**src/rtl/tis_stream_sink.sv**
```systemverilog
// tis_stream_sink: reader-side endpoint of the 15-bit inter-node link.
// Completes the four-phase word handshake with a writer node, buffers the
// received signed 11-bit words in a first-word-fall-through FIFO and offers
// them on a valid/ready output stream.
//
// Handshake semantics (both sides):
//   link side  : the writer raises link_in[11] with data on link_in[10:0] and
//                holds both until it sees ack (link_out[12]). It then drops
//                valid, and the sink drops ack. Each valid pulse yields
//                exactly one word, however long valid is held.
//   host side  : out_data/out_valid present the FIFO head. The head is
//                consumed on a rising edge where out_valid && out_ready.
//                out_ready while empty has no effect.
module tis_stream_sink #(
    parameter int DEPTH  = 4,
    parameter int ADDR_W = 2
) (
    input  logic              clk,
    input  logic              rst_n,
    input  logic [14:0]       link_in,
    output logic [14:0]       link_out,
    output logic [10:0]       out_data,
    output logic              out_valid,
    input  logic              out_ready,
    output logic [ADDR_W:0]   fill,
    output logic [15:0]       word_count,
    output logic              proto_err,
    output logic              state_dbg
);

    typedef enum logic {
        IDLE = 1'b0,
        ACK  = 1'b1
    } state_t;

    localparam logic [ADDR_W:0] FULL_FILL = (ADDR_W+1)'(DEPTH);

    state_t              state;
    state_t              next_state;
    logic                push;
    logic                pop;
    logic                full;
    logic                stall;
    logic                stall_q;
    logic [10:0]         data_q;
    logic [ADDR_W-1:0]   wr_ptr;
    logic [ADDR_W-1:0]   rd_ptr;
    logic [10:0]         mem [DEPTH];

    logic                link_valid;
    logic [10:0]         link_data;
    logic [1:0]          link_rsv;
    logic                unused_writer_ack;

    assign link_valid        = link_in[11];
    assign link_data         = link_in[10:0];
    assign link_rsv          = link_in[14:13];
    // The writer's own ack bit only matters on the reverse direction.
    assign unused_writer_ack = link_in[12];

    // Full test deliberately uses the registered occupancy, so a pop in the
    // same cycle does not free a slot for the incoming word until next cycle.
    assign full      = (fill == FULL_FILL);
    assign out_valid = (fill != '0);
    assign pop       = out_valid && out_ready;
    assign out_data  = out_valid ? mem[rd_ptr] : 11'h000;

    // ack is a direct function of the state register, so it is glitch-free
    // and drops the instant reset is asserted.
    assign link_out  = {2'b00, (state == ACK), 12'h000};
    assign state_dbg = state;

    // Link state register.
    always_ff @(posedge clk or negedge rst_n) begin
        if (!rst_n) begin
            state <= IDLE;
        end else begin
            state <= next_state;
        end
    end

    // Link next-state and push decision.
    always_comb begin
        next_state = state;
        push       = 1'b0;
        case (state)
            IDLE: begin
                if (link_valid && !full) begin
                    push       = 1'b1;
                    next_state = ACK;
                end
            end
            ACK: begin
                if (!link_valid) begin
                    next_state = IDLE;
                end
            end
            default: next_state = IDLE;
        endcase
    end

    // FIFO storage; contents need no reset because out_data is masked when empty.
    always_ff @(posedge clk) begin
        if (push) begin
            mem[wr_ptr] <= link_data;
        end
    end

    // FIFO pointers and occupancy.
    always_ff @(posedge clk or negedge rst_n) begin
        if (!rst_n) begin
            wr_ptr <= '0;
            rd_ptr <= '0;
            fill   <= '0;
        end else begin
            if (push) begin
                wr_ptr <= wr_ptr + 1'b1;
            end
            if (pop) begin
                rd_ptr <= rd_ptr + 1'b1;
            end
            case ({push, pop})
                2'b10:   fill <= fill + 1'b1;
                2'b01:   fill <= fill - 1'b1;
                default: fill <= fill;
            endcase
        end
    end

    // Count of accepted words, free-running with natural 16-bit wrap.
    always_ff @(posedge clk or negedge rst_n) begin
        if (!rst_n) begin
            word_count <= 16'h0000;
        end else if (push) begin
            word_count <= word_count + 16'h0001;
        end
    end

    // A writer stalled on a full FIFO must keep its data stable until ack.
    assign stall = (state == IDLE) && link_valid && full;

    // Sticky protocol error: reserved bits set with valid, or data changing
    // between two consecutive stalled cycles.
    always_ff @(posedge clk or negedge rst_n) begin
        if (!rst_n) begin
            proto_err <= 1'b0;
            stall_q   <= 1'b0;
            data_q    <= 11'h000;
        end else begin
            stall_q <= stall;
            data_q  <= link_data;
            if ((link_valid && (link_rsv != 2'b00)) ||
                (stall && stall_q && (link_data != data_q))) begin
                proto_err <= 1'b1;
            end
        end
    end

endmodule

```
**config.mk**
```make
export PLATFORM = sky130hd
export DESIGN_NAME = tis_stream_sink
export DESIGN_NICKNAME = d
export VERILOG_FILES = /design/src/rtl/tis_stream_sink.sv
export SDC_FILE = /design/constraint.sdc
export NUM_CORES = 1
export LEC_CHECK = 0
export ABC_AREA = 1
export BUFFER_PORTS_ARGS = -buffer_cell sky130_fd_sc_hd__buf_2
export CELL_PAD_IN_SITES_DETAIL_PLACEMENT = 2
export CELL_PAD_IN_SITES_GLOBAL_PLACEMENT = 2
export CORE_MARGIN = 2
export CORE_UTILIZATION = 35
export DETAILED_ROUTE_END_ITERATION = 8
export GPL_TIMING_DRIVEN = 0
export PLACE_DENSITY_LB_ADDON = 0.12
export SYNTH_ARGS = -nofsm -noshare
export SYNTH_HDL_FRONTEND = slang
export SYNTH_SLANG_ARGS = --single-unit
```
**constraint.sdc**
```tcl
create_clock -name clk -period 2.3 [get_ports clk]
set_clock_uncertainty 0.15 [all_clocks]
set_input_delay 0.46 -clock clk [delete_from_list [all_inputs] [get_ports clk]]
set_output_delay 0.46 -clock clk [all_outputs]
set_load 0.01 [all_outputs]
```
Word-level counts from Yosys, hierarchy flattened
Memory sizes are Yosys's and may differ from the RTL's.
Index checks and enable logic that the tools add are counted.
Widths: inputs -> output; s select.

storage, ports and cells
  memories = 1
  RAM bits = 44
  flip-flop bits (word level) = 37

operators by class
  equal/unequal tests = 4
  bitwise gates (word level) = 1
  multiplexer cells = 8
  add/sub/neg operators = 5
  reduce and logical (&&, ||, !) cells = 12

memory list
  memory  depth  bits a word  read ports  clocked after memory_dff  write ports  line  source
  mem     4      11           1           0                         1            48    logic [10:0] mem [DEPTH];

operators by type and width
  kind                   count
  $add 16x1->16 const B  1
  $mux 11                1
  $ne 11x11->1           1
  $logic_and 1x1->1      7
  $pmux 3 s2             1
  $mux 1                 5
  $add 2x1->2 const B    2
  $reduce_bool 2->1      2
  $add 3x1->3 const B    1
  $eq 3x3->1 const B     1
  $reduce_bool 3->1      1
  $sub 3x1->3 const B    1
  $eq 2x1->1 const B     1
  $eq 2x2->1 const B     1
  $pmux 1 s2             1
  $logic_not 1->1        1
  $logic_or 1x1->1       1
  $not 1->1              1

Longest topological paths before layout
Gate-level depths: netlist of run 1.

  depth in word-level cells = 7
  gate-level depth with buffers = 10
  depth with buffers taken out = 9

Worst setup path after synthesis of run 1
No wires, ideal clock.

  kind = register -> register
  from = reg fill[0]
  to = reg fill[2]
  setup time = 127 ps
  arrival = 1,855 ps
  cell stages (with the launch flop) = 11
  data required time = 2,023 ps
  clock period less this slack = 2,132 ps
  path buffers = 1
  setup slack = 168 ps
  cells stage by stage = dfrtp_1 -> inv_1 -> nand3_2 -> nand2_2 -> buf_6 -> ha_1 -> inv_1 -> fa_1 -> a21oi_1 -> o21ai_0 -> xnor2_1

on the way
  word-level cells in the longest chain between the ends = 7
  elaborated cells on any way between the ends = 13

RTL lines
  element                                          line  source
  start: declaration                               25    output logic [ADDR_W:0] fill,
  start signal: assignment                         123   2'b10: fill <= fill + 1'b1;
  start signal: assignment                         124   2'b01: fill <= fill - 1'b1;
  start signal: assignment                         125   default: fill <= fill;
  $eq 3x3->1                                       63    assign full = (fill == FULL_FILL);
  $logic_not 1->1                                  88    if (link_valid && !full) begin
  $logic_and 1x1->1                                88
  $mux 1                                           88
  $mux 1                                           86    case (state)
  $eq 2x1->1 or $eq 2x2->1 (tied branches)         122   case ({push, pop})
  $pmux 3 s2 or $reduce_bool 2->1 (tied branches)  n/a

Parallel ways exist; a longest one is shown, timed or not.
A chain may end at the register's enable or synchronous reset.

Worst setup path in the final report of run 1
  from = reg rd_ptr[0]
  to = out out_data[5]

on the way
  word-level cells in the longest chain between the ends = 2

RTL lines
  element                   line  source
  start: declaration        47    logic [ADDR_W-1:0] rd_ptr;
  start signal: assignment  120   rd_ptr <= rd_ptr + 1'b1;
  $mem_v2 4x11              n/a
  $mux 11                   66    assign out_data = out_valid ? mem[rd_ptr] : 11'h000;
  end: declaration          22    output logic [10:0] out_data,

Every way passes these cells.

==> impl_metrics.toml, run 1 <==
[clock_tree]
cts_root_buffer = "clkbuf_8"
cts_max_level = 3
cts.sinks = 81
clock_latency_ps = 360
cts_buffer_depth = 2
cts_tree = "done"
clk_pin_slew_ps = 90
cts_made_buffers = 9

[worst_setup_path]
crit_path_start_kind = "flop"
criticalPathCategory = "reg2out"
required_ps = 1690
startpoint = "rd_ptr[0]$_DFFE_PN0P_"
worstSetupEndpointType = "primary output"
r2r_cells = 8
reg2reg_from = "fill[2]$_DFFE_PN0P_"
critPathMaxFanout = 10
cp.arrival_ps = 1650

[power]
p_leak_nw = 2.01
switching_share = 0.395
switching_power_mw = 1.99
report.power.total_mw = 5.06
p_clk_frac = 0.178
seqPwrFrac = 0.402
powerDensity_nw_per_um2 = 1130
power_frac_comb = 0.420
p_int_mw = 3.06
ir_worst_vdd_v = 0.000362

[route]
drt_iter0_markers = 81
dr.pass1.iters = 6
vias = 2797
drc = 0
ant_nets = 0
wl_per_cell_um = 17.2
via_per_inst = 4.72
wl_mm = 10.2

[sta]
tightest_slew_ps = 969
finalSetupTns_ps = 0
setup_viol = 0
final_hold_viol_count = 0
max-slew-margin-rel = 0.354
fin_crit_ps = 2260
drv_slew = 0
finalWorstSetupSlack_ps = 36.8
hold-worst-slack_ps = 107
period_share = 0.984
fmax_mhz = 442

[finish]
fillCellCount = 1119
syn_to_final_growth_pct = 21.7
instances_no_fill = 593
finalNetCount = 477
diodes = 0
drive_above_1_share = 0.243

[yosys]
synth_ff_type = "edfxtp_1"
synth-seq-cells = 81
syn_area_per_cell_um2 = 9.92
seq_area_frac_synth = 0.612
async_reset_ff_frac = 0.457
synth_edf_count = 44
yosys_warnings = 0
synth_area_um2 = 3670
netlist_instances = 370
yosysUniqueCellTypes = 26

[place]
dp_worst_setup_slack_ps = -492
dp.cells = 569
io_buffer_count = 50
dpl.hpwl_mm = 6.73
gp_congestion = 0.736

[grt]
grt_usage = 0.189
grt_pass1_wl_mm = 15.9
antenna_found_initial = 0
grt-ovfl-total = 0
grt_pass1_vias = 2962
grt_max_degree = 38

[run]
drv_cap = 0

[worst_hold_path]
min_path_type = "in2async"

[floorplan]
core-area_um2 = 10200
ios = 66
start_util = 0.359
die_area_um2 = 11300
die_h_um = 106
chipWidth_um = 106
row_count = 37

[outcome]
status = "completed"
==> per-stage QoR <==
stage	util	cell area [um^2]
final	0.437	4470
after global placement	0.405	4140
after floorplan	-	3720
after global routing	0.437	4470
after CTS	0.427	4370
after detailed placement	0.405	4140
==> area by class of cell <==
class | instances | area [um^2] | share of cell area
well taps | 136 | 170 | 0.0381
plain buffers | 24 | 233 | 0.0521
clock buffers | 11 | 131 | 0.0294
inverters | 42 | 158 | 0.0353
flip-flops and latches | 81 | 2250 | 0.504
repair buffers | 58 | 310 | 0.0695
multi-input cells | 236 | 1190 | 0.267
clock inverters | 5 | 22.5 | 0.00504
==> power groups by stage <==
stage / registers, mW / clock network (mW) / logic, mW
5_1_grt: 2.08 / 0.984 / 2.36
3_5_place_dp: 2.04 / 0 / 1.83
3_3_place_gp: 2.02 / 0 / 1.74
4_1_cts: 2.01 / 0.911 / 1.98
6_report: 2.03 / 0.899 / 2.12
2_1_floorplan: 2.03 / 0 / 1.08
==> state kept, by name, summed over array words and instances, names as in the netlist <==
register,cells
data_q,11
stall_q,1
proto_err,1
rd_ptr,2
fill,3
mem,44
state_dbg,1
word_count,16
wr_ptr,2
==> final timing paths <==
check	endpoint	slack, ps
setup / recovery	out_data[5]	40
hold / removal	wr_ptr[0]$_DFFE_PN0P_	110
setup reg to reg	fill[2]$_DFFE_PN0P_	110
hold reg to reg	proto_err$_DFFE_PN0P_	340
max in group asynchronous	fill[0]$_DFFE_PN0P_	1230
min in group clk	data_q[8]$_DFF_PN0_	140
==> kinds of logic (layout without fill, tap and decap cells) <==
kind of cell | after synthesis | after routing | share of synthesized area
AOI/OAI and AO/OA | 40 | 40 | 0.0546
xor gates and xnor gates | 19 | 19 | 0.0453
adders and majority gates | 7 | 7 | 0.0259
buffers and inverters | 66 | 140 | 0.0863
DFF | 81 | 81 | 0.612
other | 1 | 14 | 0.00102
and+or+nand+nor | 156 | 156 | 0.175
==> what timing repair did <==
action | 4_1_cts | 5_1_grt
setup buffers | 1 | 7
resized for setup | 23 | 20
hold buffers | 0 | 0
setup endpoints to repair | 58 | 13
pin swaps | 0 | 4
==> layout by cell type (no fill, tap or decap), drive strengths merged <==
cell and count:
a21oi 12, and2 1, buf 82, clkbuf 11, clkinv 5, conb 14
dfrtp 37, edfxtp 44, fa 1, ha 6, inv 42, nand2 66
nand3 10, nand4 6, nor2 69, nor3 4, o21ai 28, xnor2 9
xor2 10
==> Yosys cell counts, types with 4 or more instances <==
cell      instances  area, um^2
a21oi_1          12        60.1
buf_2             4        20.0
buf_4            15         113
clkbuf_1          4        15.0
dfrtp_1          37         926
edfxtp_1         44        1320
ha_1              6        75.1
inv_1            40         150
nand2_1          65         244
nand3_1           9        45.0
nand4_1           6        37.5
nor2_1           66         248
nor3_1            4        20.0
o21ai_0          27         135
xnor2_1           9        78.8
xor2_1           10        87.6
==> per-layer routing <==
layer | track usage | vias to the layer above | routed length [um]
li1 | - | 1321 | -
met1 | 0.218 | 1407 | 4180
met2 | 0.351 | 56 | 5570
met3 | 0.0337 | 13 | 296
met4 | 0.0620 | 0 | 153
met5 | 0 | - | 0
==> worst max-delay path, stage by stage, from the launching register on <==
cell and delay [ps]:
dfrtp_1 390, buf_6 150, inv_2 110, buf_8 160, o21ai_0 100, a21oi_1 210
buf_2 170
Power figures use the tool's default switching activity.
==> inputs of run 2 (changes only) <==
SETUP_SLACK_MARGIN = 0.2   (was not set)
==> impl_metrics.toml, run 2 (synthesis results as in run 1) <==
[grt]
grt_usage = 0.196
antenna_found_initial = 0
grt_max_degree = 38
grt-ovfl-total = 0
grt_pass1_wl_mm = 16.7
grt_pass1_vias = 3092

[finish]
instances_no_fill = 605
mostFrequentLayoutCell = "nand2_1"
finalInstanceArea_um2 = 4670
largest_reg_flops = 44
reg_top3 = "mem: 44 flops, word_count: 16 flops, data_q: 11 flops"
syn_to_final_growth_pct = 27.2
final_cell_mix = "65 x nand2_1, 57 x nor2_1, 50 x buf_2"
fillCellCount = 1103
finalNetCount = 489
drive_above_1_share = 0.290
top_register = "mem"
diodes = 0

[power]
switching_power_mw = 2.14
seqPwrFrac = 0.371
p_int_mw = 3.34
ir_worst_vdd_v = 0.000445
power_frac_comb = 0.451
p_leak_nw = 2.09
switching_share = 0.390
p_clk_frac = 0.178
report.power.total_mw = 5.48
powerDensity_nw_per_um2 = 1170

[floorplan]
chipWidth_um = 106
row_count = 37
die_area_um2 = 11300
core-area_um2 = 10200
start_util = 0.359
ios = 66
die_h_um = 106

[worst_setup_path]
worstSetupEndpointType = "primary output"
critPathMaxFanout = 5
regToRegSetupSlack_ps = 200
crit_path_start_kind = "flop"
criticalPathCategory = "reg2out"
required_ps = 1690
cp.arrival_ps = 1580
r2r_cells = 11

[sta]
hold-worst-slack_ps = 100
fin_crit_ps = 2190
rsz0062_at_grt = "yes"
finalWorstSetupSlack_ps = 107
fmax_mhz = 456
period_share = 0.954
drv_slew = 0
tightest_slew_ps = 952
setup_viol = 0
max-slew-margin-rel = 0.366
final_hold_viol_count = 0

[route]
vias = 2836
ant_nets = 0
dr.pass1.iters = 5
wl_per_cell_um = 17.4
drt_iter0_markers = 78
wl_mm = 10.5
via_per_inst = 4.69
drc = 0

[place]
gp_congestion = 0.749
dpl.hpwl_mm = 6.61
dp_worst_setup_slack_ps = -401
place_area_um2 = 4140
dp.cells = 569
io_buffer_count = 50

[clock_tree]
cts_root_buffer = "clkbuf_8"
cts_buffer_depth = 2
cts_tree = "done"
clk_pin_slew_ps = 80
cts_hold_buf = 0
cts.sinks = 81
cts_max_level = 3
clock_latency_ps = 350
cts_made_buffers = 9

[outcome]
status = "completed"

[worst_hold_path]
min_path_type = "in2async"

[run]
drv_cap = 0
## run 2: cell count changes in the layout (fill, tap and decap cells not counted), sizes merged
cell	before	now
buf	82	91
clkbuf	11	16
clkinv	5	3
## run 2: what timing repair did
item / in CTS / in global routing
buffers inserted: 11 / 7
resized for setup: 44 / 28
pin swaps: 7 / 11
gates cloned: 1 / 1
endpoints found under the setup margin: 58 / 58
## run 2: power groups by stage
stage / combinational, mW / sequential (mW) / clock (mW)
after floorplan: 1.08 / 2.03 / 0
after global placement: 1.75 / 2.02 / 0
final: 2.47 / 2.04 / 0.976
after detailed placement: 1.83 / 2.04 / 0
after CTS: 2.25 / 2.03 / 0.989
after global routing: 2.73 / 2.08 / 1.06
## run 2: critical path, stage by stage (launching register included)
cell and delay, ps:
dfrtp_1 380, buf_6 140, inv_4 90, clkbuf_8 160, buf_4 110, o21ai_0 80, a21oi_1 130, buf_2 140
## run 2: worst paths after layout
check,to,startpoint
setup / recovery,out_data[1],rd_ptr[0]$_DFFE_PN0P_
hold / removal,state_dbg$_DFF_PN0_,rst_n
setup reg to reg,fill[2]$_DFFE_PN0P_,fill[0]$_DFFE_PN0P_
hold reg to reg,word_count[15]$_DFFE_PN0P_,word_count[15]$_DFFE_PN0P_
max in group asynchronous,fill[1]$_DFFE_PN0P_,rst_n
min in group clk,data_q[1]$_DFF_PN0_,link_in[1]
## run 2: area by class of cell
class                           count  area [um^2]  share of cell area
Clock inverter                      3         15.0             0.00322
Clock buffer                       13          159              0.0340
Inverter                           42          165              0.0354
Multi-Input combinational cell    236         1240               0.266
Timing Repair Buffer               70          419              0.0898
Buffer                             24          250              0.0536
Sequential cell                    81         2250               0.482
Tap cell                          136          170              0.0364
## run 2: layer usage
metal  track usage  share of wire  vias up
met4        0.0583          0.021        0
met5             0              0        -
met1         0.232           0.40     1416
met3        0.0337          0.024       17
li1              -              -     1346
met2         0.363           0.56       57
## run 2: per-stage QoR
stage                util  TNS [ps]
CTS                 0.444         0
detailed placement  0.405    -15700
finish              0.456         0
global placement    0.405    -14440
global route        0.456         0
floorplan               -         0
==> inputs of run 3 (changes only) <==
PLACE_DENSITY_LB_ADDON = 0.1   (was 0.12)
==> impl_metrics.toml, run 3 (synthesis results as in run 1) <==
[outcome]
status = "completed"

[route]
ant_nets = 0
wl_mm = 10.4
vias = 2841
drc = 0
drt_iter0_markers = 61
wl_per_cell_um = 17.2
dr.pass1.iters = 4
via_per_inst = 4.70

[worst_hold_path]
min_path_type = "in2async"

[clock_tree]
cts_root_buffer = "clkbuf_8"
cts_buffer_depth = 2
clock_latency_ps = 360
cts.sinks = 81
cts_tree = "done"
cts_made_buffers = 9
clk_pin_slew_ps = 90
cts_max_level = 3

[place]
dp_worst_setup_slack_ps = -502
io_buffer_count = 50
dpl.hpwl_mm = 6.85
gp_congestion = 0.729
place_area_um2 = 4140

[sta]
finalWorstSetupSlack_ps = 93.6
finalSetupTns_ps = 0
tightest_slew_ps = 909
period_share = 0.959
final_hold_viol_count = 0
fmax_mhz = 453
rsz0062_at_grt = "yes"
max-slew-margin-rel = 0.394
setup_viol = 0
drv_slew = 0
fin_crit_ps = 2210

[finish]
largest_reg_flops = 44
mostFrequentLayoutCell = "nand2_1"
syn_to_final_growth_pct = 28.5
finalInstanceArea_um2 = 4720
top_register = "mem"
drive_above_1_share = 0.299
diodes = 0
finalNetCount = 488
reg_top3 = "mem: 44 flops, word_count: 16 flops, data_q: 11 flops"
final_cell_mix = "65 x nand2_1, 56 x nor2_1, 50 x buf_2"

[worst_setup_path]
critPathMaxFanout = 10
required_ps = 1690
criticalPathCategory = "reg2out"
cp.arrival_ps = 1600
worstSetupEndpointType = "primary output"
regToRegSetupSlack_ps = 170
crit_path_start_kind = "flop"

[floorplan]
start_util = 0.359
die_area_um2 = 11300
die_h_um = 106
ios = 66
core-area_um2 = 10200
chipWidth_um = 106
row_count = 37

[grt]
antenna_found_initial = 1
grt_max_degree = 38
grt-ovfl-total = 0
grt_pass1_vias = 3088
grt_pass1_wl_mm = 16.5
grt_usage = 0.194

[power]
ir_worst_vdd_v = 0.000455
p_leak_nw = 2.11
report.power.total_mw = 5.75
powerDensity_nw_per_um2 = 1220

[run]
drv_cap = 0
-- run 3: cell types whose count changed in the layout (fill, tap and decap cells not counted), sizes merged --
cell,change
buf,-3
bufinv,+3
clkbuf,-2
inv,+1
-- run 3: metrics by stage --
stage	instances	hold WS, ps	util
detailed placement	569	315	0.405
CTS	599	112	0.452
floorplan	383	14.4	-
global placement	569	308	0.405
global route	604	114	0.461
finish	604	77.8	0.461
-- run 3: path summary, 6_finish.rpt --
kind | endpoint | cells after the start | start
worst max-delay path | out_data[6] | 7 | rd_ptr[0]$_DFFE_PN0P_
worst min-delay path | data_q[1]$_DFF_PN0_ | 1 | rst_n
worst max register to register | fill[2]$_DFFE_PN0P_ | 11 | fill[0]$_DFFE_PN0P_
worst min register to register | proto_err$_DFFE_PN0P_ | 2 | proto_err$_DFFE_PN0P_
max in group asynchronous | fill[0]$_DFFE_PN0P_ | 1 | rst_n
min in group clk | data_q[1]$_DFF_PN0_ | 1 | link_in[1]
-- run 3: timing repair --
item                                   in CTS  in global routing
cloned                                      1                  0
pin swaps                                   3                 11
setup endpoints to repair                  58                 22
hold buffers                                0                  0
gates resized for setup                    47                 21
endpoints found under the hold margin       0                  0
setup buffers                              13                  5
-- run 3: per-layer routing --
metal	share of wire	vias to the layer above	global-route usage
li1	-	1347	-
met1	0.40	1419	0.229
met2	0.54	58	0.358
met3	0.039	15	0.0356
met4	0.014	2	0.0545
met5	0.0011	-	0
-- run 3: cell type report --
type	instances	area [um^2]
buffer	24	250
clock buffer	9	124
clock inverter	7	116
fill	1128	5510
inverter	42	165
multi-input combinational	236	1240
sequential	81	2250
tap	136	170
timing repair buffer	69	403
-- run 3: power breakdown --
part	internal [mW]	switching, mW	total [mW]
sequential	1.82	0.220	2.04
clock	0.722	0.557	1.28
combinational	1.06	1.38	2.44
-- run 3: critical path, stage by stage (launching register included) --
cell and delay, ps:
dfrtp_1 370, buf_6 160, buf_12 150, nor2_1 50
nor2_1 80, o21ai_0 110, a21oi_1 160, buf_2 150
